<file path="config.mk">
export PLATFORM = sky130hd
export DESIGN_NAME = sram_1rw1r_param
export DESIGN_NICKNAME = d
export VERILOG_FILES = /design/src/rtl/sram_pkg.sv /design/src/rtl/sram_rd_pipe.sv /design/src/rtl/sram_1rw1r_param.sv
export SDC_FILE = /design/constraint.sdc
export NUM_CORES = 1
export LEC_CHECK = 0
export ABC_AREA = 1
export CAP_MARGIN = 15
export CORE_UTILIZATION = 62
export DETAILED_ROUTE_END_ITERATION = 7
export GPL_ROUTABILITY_DRIVEN = 1
export HOLD_SLACK_MARGIN = 0.06
export PLACE_DENSITY = 0.94
export SETUP_SLACK_MARGIN = 0.15
export SLEW_MARGIN = 40
export SYNTH_ARGS = -nofsm -noshare
export SYNTH_HDL_FRONTEND = slang
export SYNTH_SLANG_ARGS = --single-unit
</file>
<file path="constraint.sdc">
create_clock -name clk0 -period 3.55 [get_ports clk0]
set_input_delay 0.5325 -clock clk0 [delete_from_list [all_inputs] [get_ports clk0]]
set_output_delay 0.5325 -clock clk0 [all_outputs]
set_load 0.005 [all_outputs]
</file>
<file path="src/rtl/sram_pkg.sv">
// Shared types and parameter-rule helpers for the 1RW/1R SRAM behavioural model.
package sram_pkg;

   typedef enum logic {
      S_CLEAR = 1'b0,
      S_IDLE  = 1'b1
   } sram_state_t;

   // True when the slice width divides the word and the read latency is supported.
   function automatic bit params_ok(input int data_width, input int write_size,
                                    input int read_latency);
      return (write_size > 0) && (data_width % write_size == 0) &&
             (read_latency == 1 || read_latency == 2);
   endfunction

endpackage

</file>
<file path="src/rtl/sram_rd_pipe.sv">
// Read output stage for one SRAM port: READ_LATENCY registers of data, valid and
// collision tag. Output data holds its last value whenever no new read arrives.
module sram_rd_pipe #(
   parameter int DATA_WIDTH   = 8,
   parameter int READ_LATENCY = 1
) (
   input  logic                  clk,
   input  logic                  srst,
   input  logic                  rd_en,
   input  logic [DATA_WIDTH-1:0] rd_word,
   input  logic                  col_in,
   output logic [DATA_WIDTH-1:0] dout,
   output logic                  col_out
);

   logic [DATA_WIDTH-1:0]   data_reg [READ_LATENCY];
   logic [READ_LATENCY-1:0] valid_reg;
   logic [READ_LATENCY-1:0] col_reg;

   always_ff @(posedge clk) begin
      if (srst) begin
         for (int i = 0; i < READ_LATENCY; i++) data_reg[i] <= '0;
         valid_reg <= '0;
         col_reg   <= '0;
      end else begin
         valid_reg[0] <= rd_en;
         col_reg[0]   <= col_in;
         if (rd_en) data_reg[0] <= rd_word;
         // Later stages only advance when a real read occupies the stage before.
         for (int i = 1; i < READ_LATENCY; i++) begin
            valid_reg[i] <= valid_reg[i-1];
            col_reg[i]   <= col_reg[i-1];
            if (valid_reg[i-1]) data_reg[i] <= data_reg[i-1];
         end
      end
   end

   assign dout    = data_reg[READ_LATENCY-1];
   assign col_out = valid_reg[READ_LATENCY-1] & col_reg[READ_LATENCY-1];

endmodule

</file>
<file path="src/rtl/sram_1rw1r_param.sv">
// Behavioural 1RW/1R SRAM macro with write masking, 1- or 2-cycle reads,
// read-before-write collision reporting and an optional zeroing sweep after reset.
module sram_1rw1r_param
   import sram_pkg::*;
#(
   parameter int DATA_WIDTH     = 8,
   parameter int ADDR_WIDTH     = 4,
   parameter int WRITE_SIZE     = 8,
   parameter int NUM_WMASKS     = DATA_WIDTH / WRITE_SIZE,
   parameter int READ_LATENCY   = 1,
   parameter int CLEAR_ON_RESET = 1
) (
   input  logic                  clk0,
   input  logic                  rst0,
   input  logic                  csb0,
   input  logic                  web0,
   input  logic [NUM_WMASKS-1:0] wmask0,
   input  logic [ADDR_WIDTH-1:0] addr0,
   input  logic [DATA_WIDTH-1:0] din0,
   output logic [DATA_WIDTH-1:0] dout0,
   input  logic                  csb1,
   input  logic [ADDR_WIDTH-1:0] addr1,
   output logic [DATA_WIDTH-1:0] dout1,
   output logic                  busy,
   output logic                  collision
);

   localparam int DEPTH = 2 ** ADDR_WIDTH;

   if (!params_ok(DATA_WIDTH, WRITE_SIZE, READ_LATENCY)) begin : g_param_check
      $error("sram_1rw1r_param: WRITE_SIZE must divide DATA_WIDTH and READ_LATENCY must be 1 or 2");
   end

   sram_state_t           state_reg, state_next;
   logic [ADDR_WIDTH-1:0] clr_cnt_reg, clr_cnt_next;
   logic                  clr_we;

   logic [DATA_WIDTH-1:0] mem_reg [DEPTH];

   always_ff @(posedge clk0) begin
      if (rst0) begin
         state_reg   <= (CLEAR_ON_RESET != 0) ? S_CLEAR : S_IDLE;
         clr_cnt_reg <= '0;
      end else begin
         state_reg   <= state_next;
         clr_cnt_reg <= clr_cnt_next;
      end
   end

   always_comb begin
      state_next   = state_reg;
      clr_cnt_next = clr_cnt_reg;
      case (state_reg)
         S_CLEAR: begin
            clr_cnt_next = clr_cnt_reg + ADDR_WIDTH'(1);
            if (&clr_cnt_reg) state_next = S_IDLE;
         end
         default: ;
      endcase
   end

   always_comb begin
      busy   = 1'b0;
      clr_we = 1'b0;
      case (state_reg)
         S_CLEAR: begin
            busy   = 1'b1;
            clr_we = 1'b1;
         end
         default: ;
      endcase
   end

   // Requests are dropped, not queued, while sweeping or in reset.
   logic req_ok, rd0, wr0, rd1, col;
   assign req_ok = !busy && !rst0;
   assign rd0    = req_ok && !csb0 && web0;
   assign wr0    = req_ok && !csb0 && !web0;
   assign rd1    = req_ok && !csb1;
   assign col    = rd1 && wr0 && (addr0 == addr1) && (|wmask0);

   logic                  wr_en;
   logic [ADDR_WIDTH-1:0] wr_addr;
   logic [DATA_WIDTH-1:0] wr_data;
   logic [NUM_WMASKS-1:0] wr_mask;
   assign wr_en   = clr_we | wr0;
   assign wr_addr = clr_we ? clr_cnt_reg : addr0;
   assign wr_data = clr_we ? '0 : din0;
   assign wr_mask = clr_we ? '1 : wmask0;

   always_ff @(posedge clk0) begin
      if (wr_en) begin
         for (int i = 0; i < NUM_WMASKS; i++) begin
            if (wr_mask[i])
               mem_reg[wr_addr][i*WRITE_SIZE +: WRITE_SIZE] <= wr_data[i*WRITE_SIZE +: WRITE_SIZE];
         end
      end
   end

   // The array is sampled in the same edge as the write, so a colliding read sees old data.
   logic [1:0]                 rd_en, col_tag, col_out;
   logic [1:0][DATA_WIDTH-1:0] rd_word, rd_dout;
   assign rd_en      = {rd1, rd0};
   assign col_tag    = {col, 1'b0};
   assign rd_word[0] = mem_reg[addr0];
   assign rd_word[1] = mem_reg[addr1];

   for (genvar gi = 0; gi < 2; gi++) begin : g_port
      sram_rd_pipe #(
         .DATA_WIDTH   (DATA_WIDTH),
         .READ_LATENCY (READ_LATENCY)
      ) u_rd_pipe (
         .clk     (clk0),
         .srst    (rst0),
         .rd_en   (rd_en[gi]),
         .rd_word (rd_word[gi]),
         .col_in  (col_tag[gi]),
         .dout    (rd_dout[gi]),
         .col_out (col_out[gi])
      );
   end

   assign dout0     = rd_dout[0];
   assign dout1     = rd_dout[1];
   assign collision = |col_out;

endmodule

</file>
* Yosys cells after proc, flatten, opt, wreduce, memory -nomap -nowiden
Memory sizes are Yosys's and may differ from the RTL's.
Cells that the tools add are included.
** Operators by class
- Reduce and logical (&&, ||, !) cells :: 15
- Muxes and demuxes :: 21
- Bitwise logic cells :: 2
- Equal/unequal tests :: 1
- $add $sub $neg :: 1
** Operators by type and width (number)
- 8-bit 2-to-1 mux :: 3
- 1-bit 2-to-1 mux :: 17
- 8-bit OR reduction :: 2
- 1-bit logical AND :: 8
- 4-bit by 1-bit adder with 4-bit output (second input constant) :: 1
- 4-bit equality test :: 1
- 1-bit logical NOT :: 4
- 4-bit 2-to-1 mux :: 1
- 4-bit AND reduction :: 1
- 1-bit AND :: 1
- 1-bit OR :: 1
** Word-level totals
- Bits in writable memories :: 144
- Input bits :: 22
- Memories kept :: 3
- Output and inout bits :: 18
- Bits in registers :: 7
- Logic and storage cells :: 47
** Memory list
- mem_reg :: depth 16, width 8, rd ports 2, clocked after memory_dff 0, wr ports 1, line sram_1rw1r_param.sv:38 : logic [DATA_WIDTH-1:0] mem_reg [DEPTH];
- g_port[0].u_rd_pipe.data_reg :: depth 1, width 8, rd ports 1, clocked after memory_dff 0, wr ports 1, line sram_rd_pipe.sv:16 : logic [DATA_WIDTH-1:0] data_reg [READ_LATENCY];
- g_port[1].u_rd_pipe.data_reg :: depth 1, width 8, rd ports 1, clocked after memory_dff 0, wr ports 1, line sram_rd_pipe.sv:16

* Longest topological paths before layout
Gate-level depths: netlist (run 1).
- Depth in word-level cells :: 9
- Mapped depth :: 8
- Gate-level depth less buffers :: 7

* By module
A second synthesis (run 1) with hierarchy kept.
** Unflattened totals
- Cell total of the unflattened synthesis :: 973
- Area, all modules :: 8100.3 um^2
** By module, submodules not included
- sram_1rw1r_param :: instances 1, sequential area each 3943.8 um^2, cells an instance 905, area each 7339.5 um^2
- sram_rd_pipe :: instances 2, sequential area each 280.3 um^2, cells an instance 34, area each 380.4 um^2

* Least setup slack after synthesis (run 1)
Ideal clock, no wire load.
- Path kind :: input port to flip-flop
- From :: in addr0[1]
- To :: mem mem_reg[15][0] (enable)
- Stages on the path :: 5
- Arrival time :: 1.692 ns
- Path slack :: 1.475 ns
- Library setup time :: 0.383 ns
- Required time :: 3.167 ns
- Path buffers :: 1
- Path through :: buf_2 > inv_2 > o21ai_1 > nand2_1 > nor3_1
** On the way
- Longest elaborated chain between the ends :: 1
** RTL lines
- from (decl) :: line sram_1rw1r_param.sv:18 : input logic [ADDR_WIDTH-1:0] addr0,
- 4-bit 2-to-1 mux :: line sram_1rw1r_param.sv:87 : assign wr_addr = clr_we ? clr_cnt_reg : addr0;
- to (decl) :: line sram_1rw1r_param.sv:38
Every way passes these cells.

* Worst setup path in the final report (run 1)
- From :: reg state_reg
- To :: mem mem_reg[13][2] (enable)
** On the way
- Longest elaborated chain between the ends :: 6
- Elaborated cells on any way between the ends :: 10
- Classes of those cells :: mux: 6; bitwise: 1; reduce/logical: 3
** RTL lines
- from (decl) :: line sram_1rw1r_param.sv:34 : sram_state_t state_reg, state_next;
- from (signal assigned) :: line sram_1rw1r_param.sv:42 : state_reg <= (CLEAR_ON_RESET != 0) ? S_CLEAR : S_IDLE;
- from (signal assigned) :: line sram_1rw1r_param.sv:45 : state_reg <= state_next;
- 1-bit logical AND :: line sram_1rw1r_param.sv:76 : assign req_ok = !busy && !rst0;
- 1-bit logical AND (2 in a row) :: line sram_1rw1r_param.sv:78 : assign wr0 = req_ok && !csb0 && !web0;
- 1-bit OR :: line sram_1rw1r_param.sv:86 : assign wr_en = clr_we | wr0;
- 1-bit 2-to-1 mux :: line sram_1rw1r_param.sv:92 : if (wr_en) begin
- 1-bit 2-to-1 mux (implied by the code) :: line sram_1rw1r_param.sv:95 : mem_reg[wr_addr][i*WRITE_SIZE +: WRITE_SIZE] <= wr_data[i*WRITE_SIZE +: WRITE_SIZE];
Several ways; a longest one is shown, not always the timed one.

==> impl_metrics.prom, run 1 <==
# TYPE chip_impl_metric gauge
chip_impl_info{name="tritoncts",value="done"} 1
chip_impl_info{name="timing_worst_setup_path_type",value="flop to flop"} 1
chip_impl_info{name="status",value="complete, but fails checks"} 1
chip_impl_metric{name="cts_inserted_buffers",unit=""} 17
chip_impl_metric{name="drt-wirelength-per-cell",unit="um"} 21.1
chip_impl_metric{name="post_synth.cell_area_avg",unit="sq um"} 8.44
chip_impl_metric{name="p_leak",unit="nW"} 3.92
chip_impl_metric{name="worst_path_arrival_time",unit="ns"} 2.89
chip_impl_info{name="critical_path.slowest_cell",value="sky130_fd_sc_hd__dfxtp_1"} 1
chip_impl_metric{name="gp_congestion",unit=""} 0.985
chip_impl_metric{name="drt-pass1-iter-count",unit=""} 8
chip_impl_metric{name="max-slew-margin-rel",unit=""} 0.446
chip_impl_metric{name="setup-violations-final",unit=""} 0
chip_impl_metric{name="timing.hold.ws",unit="ns"} 0.519
chip_impl_metric{name="dp_hpwl",unit="um"} 14500
chip_impl_metric{name="die_ht",unit="um"} 114
chip_impl_metric{name="core",unit="sq um"} 12200
chip_impl_metric{name="power-per-cell-area",unit="nW/um^2"} 477
chip_impl_metric{name="cts_num_sinks",unit=""} 151
chip_impl_metric{name="grt_max_degree",unit=""} 66
chip_impl_metric{name="initialDrtViolationCount",unit=""} 1723
chip_impl_metric{name="fp.dieArea",unit="sq um"} 13100
chip_impl_metric{name="ant_nets",unit=""} 0
chip_impl_info{name="ctsRootBufferMaster",value="sky130_fd_sc_hd__clkbuf_16"} 1
chip_impl_metric{name="vias_per_cell",unit=""} 6.31
chip_impl_metric{name="dr_total_vias",unit=""} 7123
chip_impl_metric{name="clock_tree_skew_after_final_layout",unit="ns"} 0.00842
chip_impl_metric{name="share_of_yosys_cell_area_claimed_by_the_top_area_cell_type",unit=""} 0.553
chip_impl_metric{name="final-max-slew-violation-count",unit=""} 0
chip_impl_metric{name="synth_nets",unit=""} 950
chip_impl_info{name="hp-class",value="flop to flop"} 1
chip_impl_metric{name="fp-row-count",unit=""} 40
chip_impl_metric{name="syn_area",unit="sq um"} 7820
chip_impl_info{name="timing.critical_path.to_type",value="flop"} 1
chip_impl_metric{name="final.fill_count",unit=""} 820
chip_impl_metric{name="timing.critical_path.slowest_cell_delay",unit="ns"} 0.79
chip_impl_metric{name="period_share",unit=""} 0.774
chip_impl_metric{name="dpl-instance-area",unit="sq um"} 8270
chip_impl_metric{name="maxCapViolCount",unit=""} 0
chip_impl_metric{name="final_area",unit="sq um"} 8850
chip_impl_metric{name="tns",unit="ns"} 0
chip_impl_metric{name="crit_fanout",unit=""} 20
chip_impl_metric{name="synth.yosys.seq_area_share",unit=""} 0.571
chip_impl_metric{name="first_global_vias",unit=""} 6569
chip_impl_info{name="start_kind",value="flop"} 1
chip_impl_metric{name="cts.clk_slew.worst_paths",unit="ns"} 0.06
chip_impl_metric{name="grt-ovfl-total",unit=""} 0
chip_impl_metric{name="clock.fmax",unit="MHz"} 364
chip_impl_info{name="rsz0062_at_grt",value="false"} 1
chip_impl_metric{name="peak_supply_drop",unit="mV"} 0.308
chip_impl_info{name="worstSetupStartpoint",value="state_reg"} 1
chip_impl_metric{name="detail_route.wirelength",unit="um"} 23800
chip_impl_metric{name="worst-slew-pin-transition",unit="ns"} 0.830
chip_impl_metric{name="post-route-drc-count",unit=""} 44
chip_impl_info{name="critical_path.cell_chain",value="inv_1 > nand2_1 > o21ai_1 > inv_1 > nand2_1 > nor3_1 > buf_4"} 1
chip_impl_metric{name="hold_viol",unit=""} 0
chip_impl_metric{name="floorplan.io_pins",unit=""} 40
chip_impl_metric{name="post_cts_resized",unit=""} 0
chip_impl_metric{name="start_util",unit=""} 0.643
chip_impl_metric{name="flow.area_growth_from_synthesis",unit="%"} 13.2
chip_impl_metric{name="io_buffer_count",unit=""} 39
chip_impl_info{name="min_from",value="clr_cnt_reg[3]"} 1
chip_impl_info{name="failed_checks",value="DRC"} 1
chip_impl_metric{name="die_w",unit="um"} 114
chip_impl_metric{name="path_buf_inv",unit=""} 3
chip_impl_metric{name="antenna_found_initial",unit=""} 0
chip_impl_metric{name="cts.path.max_buffers",unit=""} 2
chip_impl_metric{name="yosys.cell_types.count",unit=""} 24
chip_impl_metric{name="worstPathRequired",unit="ns"} 3.69
chip_impl_metric{name="number_of_buffers_inserted_by_post_cts_setup_repair",unit=""} 0
chip_impl_metric{name="power",unit="mW"} 4.22
chip_impl_metric{name="cts-htree-levels",unit=""} 4
chip_impl_info{name="regToRegStartpoint",value="state_reg"} 1
chip_impl_metric{name="insertion_delay",unit="ns"} 0.43
chip_impl_metric{name="largest_register_ffs",unit=""} 128
chip_impl_metric{name="synth_cells",unit=""} 927
chip_impl_metric{name="postCtsHoldBufs",unit=""} 0
chip_impl_info{name="cp_top_family",value="simple AND/OR/NAND/NOR gates"} 1
chip_impl_metric{name="yosys_register_bits",unit=""} 151
chip_impl_info{name="post-synth-top-area-cell",value="sky130_fd_sc_hd__edfxtp_1"} 1
chip_impl_metric{name="antenna-diode-count",unit=""} 0
chip_impl_metric{name="final_nets",unit=""} 971
chip_impl_metric{name="fin_crit",unit="ns"} 2.75
chip_impl_metric{name="warnings_synthesis",unit=""} 0
chip_impl_metric{name="layout-drive-gt1-share",unit=""} 0.0573
chip_impl_metric{name="grt.total_usage",unit=""} 0.382
chip_impl_info{name="synth_area_leaders",value="sky130_fd_sc_hd__edfxtp_1, sky130_fd_sc_hd__nand3_1, sky130_fd_sc_hd__nand2_1"} 1
chip_impl_metric{name="grt_first_pass_wirelength",unit="um"} 36000
-- cells by family after synthesis --
family	synth area share
XOR/XNOR	0.00448
buffers and inverters	0.109
AND/OR/NAND/NOR	0.297
adder cells (fa/ha/maj)	0.00160
flip-flops	0.571
AO/OA/AOI/OAI	0.0165
-- worst min-delay path, delay by kind of cell, from the launching register on --
family                 cells  cell delay (ns)
flip-flops                 1             0.33
buffers and inverters      1             0.07
AO/OA/AOI/OAI              1             0.07
-- per-layer routing --
metal | track usage | share of wire | vias to the layer above
met2 | 0.573 | 0.44 | 714
met4 | 0.213 | 0.063 | 0
met1 | 0.496 | 0.34 | 3178
li1 | - | - | 3045
met3 | 0.119 | 0.16 | 186
met5 | 0 | 0 | -
-- area by class of cell --
type                    count  area, sq um  share of cell area
clock buffers              18          429              0.0485
inverters                 158          593              0.0670
repair buffers             53          498              0.0563
clock inverters            13          156              0.0177
well taps                 168          210              0.0237
flip-flops and latches    151         4460               0.504
multi-input cells         567         2500               0.282
-- cells in the final DEF, fill, tap and decap left out, types with 4 or more instances in the layout --
cell | synthesis | final
sky130_fd_sc_hd__clkbuf_16 | 0 | 17
sky130_fd_sc_hd__inv_1 | 151 | 151
sky130_fd_sc_hd__edfxtp_1 | 144 | 144
sky130_fd_sc_hd__a21oi_1 | 20 | 20
sky130_fd_sc_hd__nand3_1 | 227 | 227
sky130_fd_sc_hd__clkinvlp_4 | 0 | 4
sky130_fd_sc_hd__dfxtp_1 | 7 | 7
sky130_fd_sc_hd__nand2_1 | 279 | 279
sky130_fd_sc_hd__buf_4 | 6 | 13
sky130_fd_sc_hd__nor2_1 | 18 | 18
sky130_fd_sc_hd__clkdlybuf4s50_1 | 0 | 37
sky130_fd_sc_hd__inv_2 | 6 | 6
sky130_fd_sc_hd__nor3_1 | 7 | 7
-- synth_stat cells --
cell,number
sky130_fd_sc_hd__nand3_1,227
sky130_fd_sc_hd__o41ai_1,1
sky130_fd_sc_hd__dfxtp_1,7
sky130_fd_sc_hd__xnor2_1,2
sky130_fd_sc_hd__buf_2,33
sky130_fd_sc_hd__buf_1,2
sky130_fd_sc_hd__nand2_1,279
sky130_fd_sc_hd__clkbuf_1,9
sky130_fd_sc_hd__nor2_2,2
sky130_fd_sc_hd__clkinv_1,1
sky130_fd_sc_hd__nor2_1,18
sky130_fd_sc_hd__nor4_1,2
sky130_fd_sc_hd__buf_4,6
sky130_fd_sc_hd__nand2_2,2
sky130_fd_sc_hd__a21oi_1,20
sky130_fd_sc_hd__inv_1,151
sky130_fd_sc_hd__buf_6,1
sky130_fd_sc_hd__ha_1,1
sky130_fd_sc_hd__xor2_1,2
sky130_fd_sc_hd__edfxtp_1,144
sky130_fd_sc_hd__o21ai_0,1
sky130_fd_sc_hd__o21ai_1,3
sky130_fd_sc_hd__inv_2,6
sky130_fd_sc_hd__nor3_1,7
-- through the flow --
| step | worst slack, ns | util | cells |
|---|---|---|---|
| 6_report | 0.803 | 0.728 | 1128 |
| 5_1_grt | 0.592 | 0.728 | 1128 |
| 4_1_cts | 0.901 | 0.728 | 1128 |
| 3_5_place_dp | 0.662 | 0.680 | 1097 |
| 3_3_place_gp | 0.761 | 0.680 | 1097 |
| 2_1_floorplan | 1.47 | - | 927 |
-- final timing paths --
check                   endpoint  slack (ns)  cells after the start
setup / recovery  mem_reg[13][2]        0.80                      7
hold / removal         state_reg        0.52                      2
setup reg to reg  mem_reg[13][2]        0.80                      7
hold reg to reg        state_reg        0.52                      2
-- where the power goes --
group          internal [mW]  total, mW  switching, mW
clock network           1.10       1.83          0.733
logic                  0.124      0.404          0.280
registers               1.97       1.99         0.0140
total                   3.19       4.22           1.03
Note: power is estimated with default switching activity, not from simulation.
==> inputs of run 2 (changes only) <==
--- a/config.mk
+++ b/config.mk
@@ -7,11 +7,11 @@
 export LEC_CHECK = 0
 export ABC_AREA = 1
 export CAP_MARGIN = 15
-export CORE_UTILIZATION = 62
+export CORE_UTILIZATION = 60
 export DETAILED_ROUTE_END_ITERATION = 7
 export GPL_ROUTABILITY_DRIVEN = 1
 export HOLD_SLACK_MARGIN = 0.06
-export PLACE_DENSITY = 0.94
+export PLACE_DENSITY = 0.92
 export SETUP_SLACK_MARGIN = 0.15
 export SLEW_MARGIN = 40
 export SYNTH_ARGS = -nofsm -noshare
==> constraint.sdc (replaced) <==
create_clock -name clk0 -period 2.77 [get_ports clk0]
set_input_delay 0.4155 -clock clk0 [delete_from_list [all_inputs] [get_ports clk0]]
set_output_delay 0.4155 -clock clk0 [all_outputs]
set_load 0.005 [all_outputs]
==> run 2 against run 1 <==
  * The flow still finishes with violations (DRC)
  * Via count fell by 1.2%
  * Routed wire length fell by 3.1%
  * Register-to-register slack got worse by 0.33 ns
  * Critical endpoint is now mem_reg[14][2]
  * Highest routed layer unchanged
==> impl_metrics.prom, run 2 (synthesis gave the netlist of run 1 again) <==
# TYPE chip_impl_metric gauge
chip_impl_metric{name="io_buffer_count",unit=""} 39
chip_impl_metric{name="regArea",unit="sq um"} 4460
chip_impl_metric{name="ff2ff_path_depth",unit=""} 5
chip_impl_metric{name="antenna_found_initial",unit=""} 0
chip_impl_metric{name="setup-violations-final",unit=""} 0
chip_impl_metric{name="tns",unit="ns"} 0
chip_impl_metric{name="cts_inserted_buffers",unit=""} 17
chip_impl_metric{name="insertion_delay",unit="ns"} 0.43
chip_impl_metric{name="initialDrtViolationCount",unit=""} 1711
chip_impl_metric{name="grt.total_usage",unit=""} 0.359
chip_impl_metric{name="worst_case_setup_slack_after_placement",unit="ns"} 0.411
chip_impl_metric{name="cts.clk_slew.worst_paths",unit="ns"} 0.06
chip_impl_metric{name="drt-wirelength-per-cell",unit="um"} 20.0
chip_impl_info{name="reg2reg_to",value="mem_reg[14][2]"} 1
chip_impl_metric{name="final_nets",unit=""} 989
chip_impl_info{name="ctsRootBufferMaster",value="sky130_fd_sc_hd__clkbuf_16"} 1
chip_impl_metric{name="final.fill_count",unit=""} 902
chip_impl_metric{name="dr_total_vias",unit=""} 7041
chip_impl_metric{name="drt-pass1-iter-count",unit=""} 8
chip_impl_metric{name="final_area",unit="sq um"} 9060
chip_impl_metric{name="flow.area_growth_from_synthesis",unit="%"} 15.9
chip_impl_metric{name="fp-row-count",unit=""} 41
chip_impl_metric{name="cts.path.max_buffers",unit=""} 2
chip_impl_metric{name="peak_supply_drop",unit="mV"} 0.474
chip_impl_metric{name="worst_setup_slack_final",unit="ns"} 0.476
chip_impl_info{name="holdPathEnd",value="clr_cnt_reg[0]"} 1
chip_impl_info{name="failed_checks",value="DRC"} 1
chip_impl_info{name="leading_cell_type_in_the_layout_fill_and_taps_excluded",value="sky130_fd_sc_hd__nand2_1"} 1
chip_impl_info{name="tritoncts",value="done"} 1
chip_impl_metric{name="maxCapViolCount",unit=""} 0
chip_impl_metric{name="cts-htree-levels",unit=""} 4
chip_impl_metric{name="ant_nets",unit=""} 0
chip_impl_info{name="status",value="complete, but fails checks"} 1
chip_impl_metric{name="gp_congestion",unit=""} 1.01
chip_impl_metric{name="clock.fmax",unit="MHz"} 436
chip_impl_metric{name="power-per-cell-area",unit="nW/um^2"} 622
chip_impl_metric{name="clock_tree_skew_after_final_layout",unit="ns"} 0.00994
chip_impl_metric{name="number_of_buffers_inserted_by_post_cts_setup_repair",unit=""} 0
chip_impl_metric{name="worst-slew-pin-transition",unit="ns"} 0.923
chip_impl_metric{name="dpl-instance-area",unit="sq um"} 8410
chip_impl_metric{name="antenna-diode-count",unit=""} 0
chip_impl_metric{name="largest_register_ffs",unit=""} 128
chip_impl_metric{name="worstPathRequired",unit="ns"} 2.90
chip_impl_metric{name="period_share",unit=""} 0.828
chip_impl_info{name="min_from",value="clr_cnt_reg[0]"} 1
chip_impl_metric{name="vias_per_cell",unit=""} 6.12
chip_impl_metric{name="power",unit="mW"} 5.64
chip_impl_metric{name="final-max-slew-violation-count",unit=""} 0
chip_impl_metric{name="crit_fanout",unit=""} 15
chip_impl_metric{name="die_w",unit="um"} 116
chip_impl_metric{name="start_util",unit=""} 0.617
chip_impl_metric{name="p_leak",unit="nW"} 4.06
chip_impl_metric{name="cts_num_sinks",unit=""} 151
chip_impl_metric{name="hold_viol",unit=""} 0
chip_impl_info{name="worstSetupStartpoint",value="state_reg"} 1
chip_impl_metric{name="postCtsHoldBufs",unit=""} 0
chip_impl_info{name="top_library_cells_by_usage_in_the_layout_fill_and_taps_aside",value="sky130_fd_sc_hd__nand2_1, sky130_fd_sc_hd__nand3_1, sky130_fd_sc_hd__inv_1, sky130_fd_sc_hd__edfxtp_1, sky130_fd_sc_hd__clkdlybuf4s50_1"} 1
chip_impl_info{name="timing.critical_path.to_type",value="flop"} 1
chip_impl_metric{name="fin_crit",unit="ns"} 2.29
chip_impl_info{name="timing_worst_setup_path_type",value="flop to flop"} 1
chip_impl_metric{name="first_global_vias",unit=""} 6358
chip_impl_metric{name="min_delay_path_depth",unit=""} 2
chip_impl_info{name="start_kind",value="flop"} 1
chip_impl_metric{name="detail_route.wirelength",unit="um"} 23000
chip_impl_metric{name="footprint_of_the_multi_input_gates",unit="sq um"} 2500
chip_impl_metric{name="grt_first_pass_wirelength",unit="um"} 34500
chip_impl_info{name="regToRegStartpoint",value="state_reg"} 1
chip_impl_metric{name="layout-drive-gt1-share",unit=""} 0.0746
chip_impl_info{name="rsz0062_at_grt",value="false"} 1
chip_impl_metric{name="fp.dieArea",unit="sq um"} 13500
chip_impl_metric{name="worst_path_arrival_time",unit="ns"} 2.43
chip_impl_metric{name="ff2ff_setup_slack",unit="ns"} 0.48
chip_impl_metric{name="grt-ovfl-total",unit=""} 0
chip_impl_metric{name="grt_max_degree",unit=""} 66
chip_impl_info{name="hp-class",value="flop to flop"} 1
chip_impl_metric{name="core",unit="sq um"} 12700
chip_impl_metric{name="floorplan.io_pins",unit=""} 40
chip_impl_metric{name="dp_hpwl",unit="um"} 14400
chip_impl_metric{name="final_util",unit=""} 0.715
chip_impl_metric{name="die_ht",unit="um"} 116
chip_impl_metric{name="max-slew-margin-rel",unit=""} 0.384
chip_impl_metric{name="post-route-drc-count",unit=""} 14
chip_impl_metric{name="post_cts_resized",unit=""} 0
run 2: cell types whose count changed in the layout (fill, tap and decap cells not counted):
cell	delta
sky130_fd_sc_hd__clkinv_2	-1
sky130_fd_sc_hd__buf_4	+18
sky130_fd_sc_hd__clkinv_4	+1
sky130_fd_sc_hd__clkinvlp_4	-3
sky130_fd_sc_hd__bufinv_16	+3
run 2: worst max-delay path: stages, from the launching register on:
cell,delay [ns]
sky130_fd_sc_hd__dfxtp_1,0.68
sky130_fd_sc_hd__inv_1,0.21
sky130_fd_sc_hd__o21ai_1,0.28
sky130_fd_sc_hd__nand2_1,0.33
sky130_fd_sc_hd__nor3_1,0.28
sky130_fd_sc_hd__buf_4,0.20
run 2: cell type report:
type / count / share of cell area
clock buffers: 18 / 0.0474
clock inverters: 13 / 0.0251
inverters: 158 / 0.0654
multi-input cells: 567 / 0.276
flip-flops and latches: 151 / 0.493
well taps: 172 / 0.0237
repair buffers: 71 / 0.0699
run 2: worst max-delay path by stage:
stage / endpoint / slack, ns / cells past startpoint
3_5_place_dp: mem_reg[4][2] / 0.41 / 9
3_3_place_gp: mem_reg[4][0] / 0.49 / 9
6_report: mem_reg[14][2] / 0.48 / 5
4_1_cts: mem_reg[15][7] / 0.53 / 5
2_1_floorplan: mem_reg[15][0] / 0.81 / 5
5_1_grt: mem_reg[13][3] / 0.27 / 7
run 2: per-stage QoR:
step                instances  hold WS (ns)
finish                   1150         0.510
detailed placement       1119         0.498
floorplan                 927         0.469
CTS                      1150         0.507
global placement         1119         0.495
global route             1150         0.548
run 2: power breakdown:
part           internal (mW)  switching [mW]
sequential              2.53          0.0152
clock                   1.68           0.888
combinational          0.172           0.354
total                   4.38            1.26
run 2: metal layers:
| metal | vias to the layer above | share of wire | wire length (um) | GRT usage |
|---|---|---|---|---|
| li1 | 3079 | - | - | - |
| met1 | 3128 | 0.36 | 8260 | 0.484 |
| met3 | 136 | 0.14 | 3340 | 0.103 |
| met2 | 698 | 0.45 | 10300 | 0.540 |
| met5 | - | 0 | 0 | 0 |
| met4 | 0 | 0.051 | 1170 | 0.167 |
==> inputs of run 3 (changes only) <==
==> constraint.sdc (replaced) <==
create_clock -name clk0 -period 2.4 [get_ports clk0]
set_input_delay 0.36 -clock clk0 [delete_from_list [all_inputs] [get_ports clk0]]
set_output_delay 0.36 -clock clk0 [all_outputs]
set_load 0.005 [all_outputs]
==> run 3 against run 2 <==
  * The run still ends with DRC left
  * Critical path depth grew 2
  * Sequential cell count is the same
  * Clock-buffer cell count shrank 1
  * Routed wire length shrank 1.7%
  * Hold slack lost 0.0053 ns
  * Register-to-register slack lost 0.02 ns
  * Global-route usage shrank 0.26 points
  * Die area is the same
  * Sequential share of layout area shrank 0.37 points
  * Largest cell class unchanged
==> impl_metrics.prom, run 3 (synthesis gave the netlist of run 1 again) <==
# TYPE chip_impl_metric gauge
chip_impl_metric{name="io_buffer_count",unit=""} 39
chip_impl_metric{name="hold_viol",unit=""} 0
chip_impl_metric{name="insertion_delay",unit="ns"} 0.43
chip_impl_metric{name="maxCapViolCount",unit=""} 0
chip_impl_metric{name="fp.dieArea",unit="sq um"} 13500
chip_impl_metric{name="worstPathRequired",unit="ns"} 2.54
chip_impl_info{name="critical_path.slowest_cell",value="sky130_fd_sc_hd__dfxtp_2"} 1
chip_impl_metric{name="antenna_found_initial",unit=""} 0
chip_impl_metric{name="worst_path_arrival_time",unit="ns"} 2.08
chip_impl_metric{name="max-slew-margin-rel",unit=""} 0.504
chip_impl_metric{name="min_delay_path_depth",unit=""} 2
chip_impl_metric{name="cts-htree-levels",unit=""} 4
chip_impl_metric{name="ff2ff_path_depth",unit=""} 7
chip_impl_metric{name="worst-slew-pin-transition",unit="ns"} 0.743
chip_impl_metric{name="peak_supply_drop",unit="mV"} 0.579
chip_impl_info{name="ctsRootBufferMaster",value="sky130_fd_sc_hd__clkbuf_16"} 1
chip_impl_metric{name="start_util",unit=""} 0.617
chip_impl_info{name="tritoncts",value="done"} 1
chip_impl_metric{name="postCtsHoldBufs",unit=""} 0
chip_impl_info{name="hp-class",value="flop to flop"} 1
chip_impl_info{name="status",value="complete, but fails checks"} 1
chip_impl_metric{name="grt_first_pass_wirelength",unit="um"} 34600
chip_impl_metric{name="final_util",unit=""} 0.721
chip_impl_info{name="cp_top_family",value="simple AND/OR/NAND/NOR gates"} 1
chip_impl_metric{name="cts.clk_slew.worst_paths",unit="ns"} 0.06
chip_impl_info{name="regToRegStartpoint",value="state_reg"} 1
chip_impl_metric{name="drt-wirelength-per-cell",unit="um"} 19.5
chip_impl_metric{name="layout-drive-gt1-share",unit=""} 0.0897
chip_impl_info{name="start_kind",value="flop"} 1
chip_impl_metric{name="cts.path.max_buffers",unit=""} 2
chip_impl_info{name="holdPathEnd",value="state_reg"} 1
chip_impl_metric{name="gp_congestion",unit=""} 0.945
chip_impl_metric{name="core",unit="sq um"} 12700
chip_impl_metric{name="antenna-diode-count",unit=""} 0
chip_impl_info{name="reg2reg_to",value="mem_reg[13][2]"} 1
chip_impl_metric{name="final-max-slew-violation-count",unit=""} 0
chip_impl_metric{name="floorplan.io_pins",unit=""} 40
chip_impl_metric{name="critical_path_cell_count",unit=""} 7
chip_impl_metric{name="final_nets",unit=""} 1003
chip_impl_metric{name="detail_route.wirelength",unit="um"} 22600
chip_impl_metric{name="power-per-cell-area",unit="nW/um^2"} 691
chip_impl_metric{name="p_leak",unit="nW"} 4.11
chip_impl_info{name="top_library_cells_by_usage_in_the_layout_fill_and_taps_aside",value="sky130_fd_sc_hd__nand2_1, sky130_fd_sc_hd__nand3_1, sky130_fd_sc_hd__inv_1, sky130_fd_sc_hd__edfxtp_1, sky130_fd_sc_hd__buf_4"} 1
chip_impl_metric{name="setup-violations-final",unit=""} 0
chip_impl_metric{name="period_share",unit=""} 0.809
chip_impl_metric{name="post-route-drc-count",unit=""} 8
chip_impl_metric{name="first_global_vias",unit=""} 6480
chip_impl_metric{name="fp-row-count",unit=""} 41
chip_impl_metric{name="vias_per_cell",unit=""} 6.12
chip_impl_metric{name="cts_num_sinks",unit=""} 151
chip_impl_info{name="failed_checks",value="DRC"} 1
chip_impl_info{name="critical_path.cell_chain",value="inv_1 > nand2_1 > o21ai_1 > inv_1 > nand2_1 > nor3_1 > buf_4"} 1
chip_impl_metric{name="die_w",unit="um"} 116
chip_impl_metric{name="die_ht",unit="um"} 116
chip_impl_metric{name="worst_setup_slack_final",unit="ns"} 0.459
chip_impl_metric{name="dr_total_vias",unit=""} 7118
chip_impl_metric{name="tns",unit="ns"} 0
chip_impl_metric{name="worst_case_setup_slack_after_placement",unit="ns"} 0.203
chip_impl_metric{name="clock_tree_skew_after_final_layout",unit="ns"} 0.0103
chip_impl_info{name="timing.critical_path.to_type",value="flop"} 1
chip_impl_metric{name="initialDrtViolationCount",unit=""} 1821
chip_impl_info{name="leading_cell_type_in_the_layout_fill_and_taps_excluded",value="sky130_fd_sc_hd__nand2_1"} 1
chip_impl_metric{name="timing.critical_path.slowest_cell_delay",unit="ns"} 0.47
chip_impl_metric{name="dp_hpwl",unit="um"} 14000
chip_impl_info{name="timing_worst_setup_path_type",value="flop to flop"} 1
chip_impl_metric{name="cts_inserted_buffers",unit=""} 17
chip_impl_metric{name="largest_register_ffs",unit=""} 128
chip_impl_metric{name="grt-ovfl-total",unit=""} 0
chip_impl_metric{name="path_buf_inv",unit=""} 3
chip_impl_info{name="rsz0062_at_grt",value="false"} 1
chip_impl_metric{name="clock.fmax",unit="MHz"} 515
chip_impl_metric{name="ff2ff_setup_slack",unit="ns"} 0.46
chip_impl_metric{name="flow.area_growth_from_synthesis",unit="%"} 16.8
chip_impl_metric{name="ant_nets",unit=""} 0
chip_impl_metric{name="drt-pass1-iter-count",unit=""} 8
chip_impl_metric{name="fin_crit",unit="ns"} 1.94
chip_impl_metric{name="grt_max_degree",unit=""} 66
chip_impl_metric{name="grt.total_usage",unit=""} 0.356
chip_impl_metric{name="crit_fanout",unit=""} 12
chip_impl_info{name="min_from",value="clr_cnt_reg[3]"} 1
==> run 3: changes by cell type in the layout (fill, tap and decap cells not counted), sizes merged <==
cell and delta:
clkinvlp +2, bufinv -2, inv -1, buf +14, clkinv +2, clkbuf -1
==> run 3: report_power, final <==
part | leakage (nW) | internal (mW) | total (mW) | switching (mW)
registers | 1.47 | 2.92 | 2.93 | 0.0182
logic | 2.35 | 0.205 | 0.615 | 0.409
clock network | 0.292 | 1.72 | 2.76 | 1.04
total | 4.11 | 4.84 | 6.31 | 1.47
==> run 3: repair_timing <==
item,4_1_cts,5_1_grt
buffers inserted,0,0
setup endpoints to repair,0,7
gates resized for setup,0,1
==> run 3: through the flow <==
stage / area (sq um) / instances / hold WS [ns] / total power, mW
6_report: 9130 / 1164 / 0.505 / 6.31
5_1_grt: 9130 / 1164 / 0.518 / 6.47
4_1_cts: 9130 / 1164 / 0.507 / 6.28
3_5_place_dp: 8520 / 1133 / 0.498 / 3.56
3_3_place_gp: 8520 / 1133 / 0.488 / 3.55
2_1_floorplan: 7820 / 927 / 0.429 / 3.36
==> run 3: routing by layer <==
layer / wire [um] / vias up / track usage
li1: - / 3111 / -
met1: 7710 / 3128 / 0.474
met2: 9880 / 747 / 0.508
met3: 3740 / 132 / 0.119
met4: 1310 / 0 / 0.216
met5: 0 / - / 0
==> run 3: worst max path at each step <==
stage / from / endpoint / slack [ns]
floorplan: addr0[1] / mem_reg[15][0] / 0.50
global placement: rst0 / mem_reg[5][1] / 0.24
detailed placement: rst0 / mem_reg[4][5] / 0.20
CTS: state_reg / mem_reg[13][2] / 0.33
global route: state_reg / mem_reg[13][2] / 0.33
finish: state_reg / mem_reg[13][2] / 0.46
==> run 3: worst register-to-register path, cell delays in order, from the launching register on <==
cell	delay [ns]
sky130_fd_sc_hd__dfxtp_2	0.47
sky130_fd_sc_hd__inv_1	0.15
sky130_fd_sc_hd__nand2_1	0.12
sky130_fd_sc_hd__o21ai_1	0.11
sky130_fd_sc_hd__inv_1	0.09
sky130_fd_sc_hd__nand2_1	0.20
sky130_fd_sc_hd__nor3_1	0.31
sky130_fd_sc_hd__buf_4	0.19
==> run 3: area by class of cell <==
cell class,count,area [sq um]
Sequential cell,151,4470
Inverter,158,593
Timing Repair Buffer,85,751
Clock buffer,17,425
Tap cell,172,215
Clock inverter,14,184
Multi-Input combinational cell,567,2500
Fill cell,870,3540
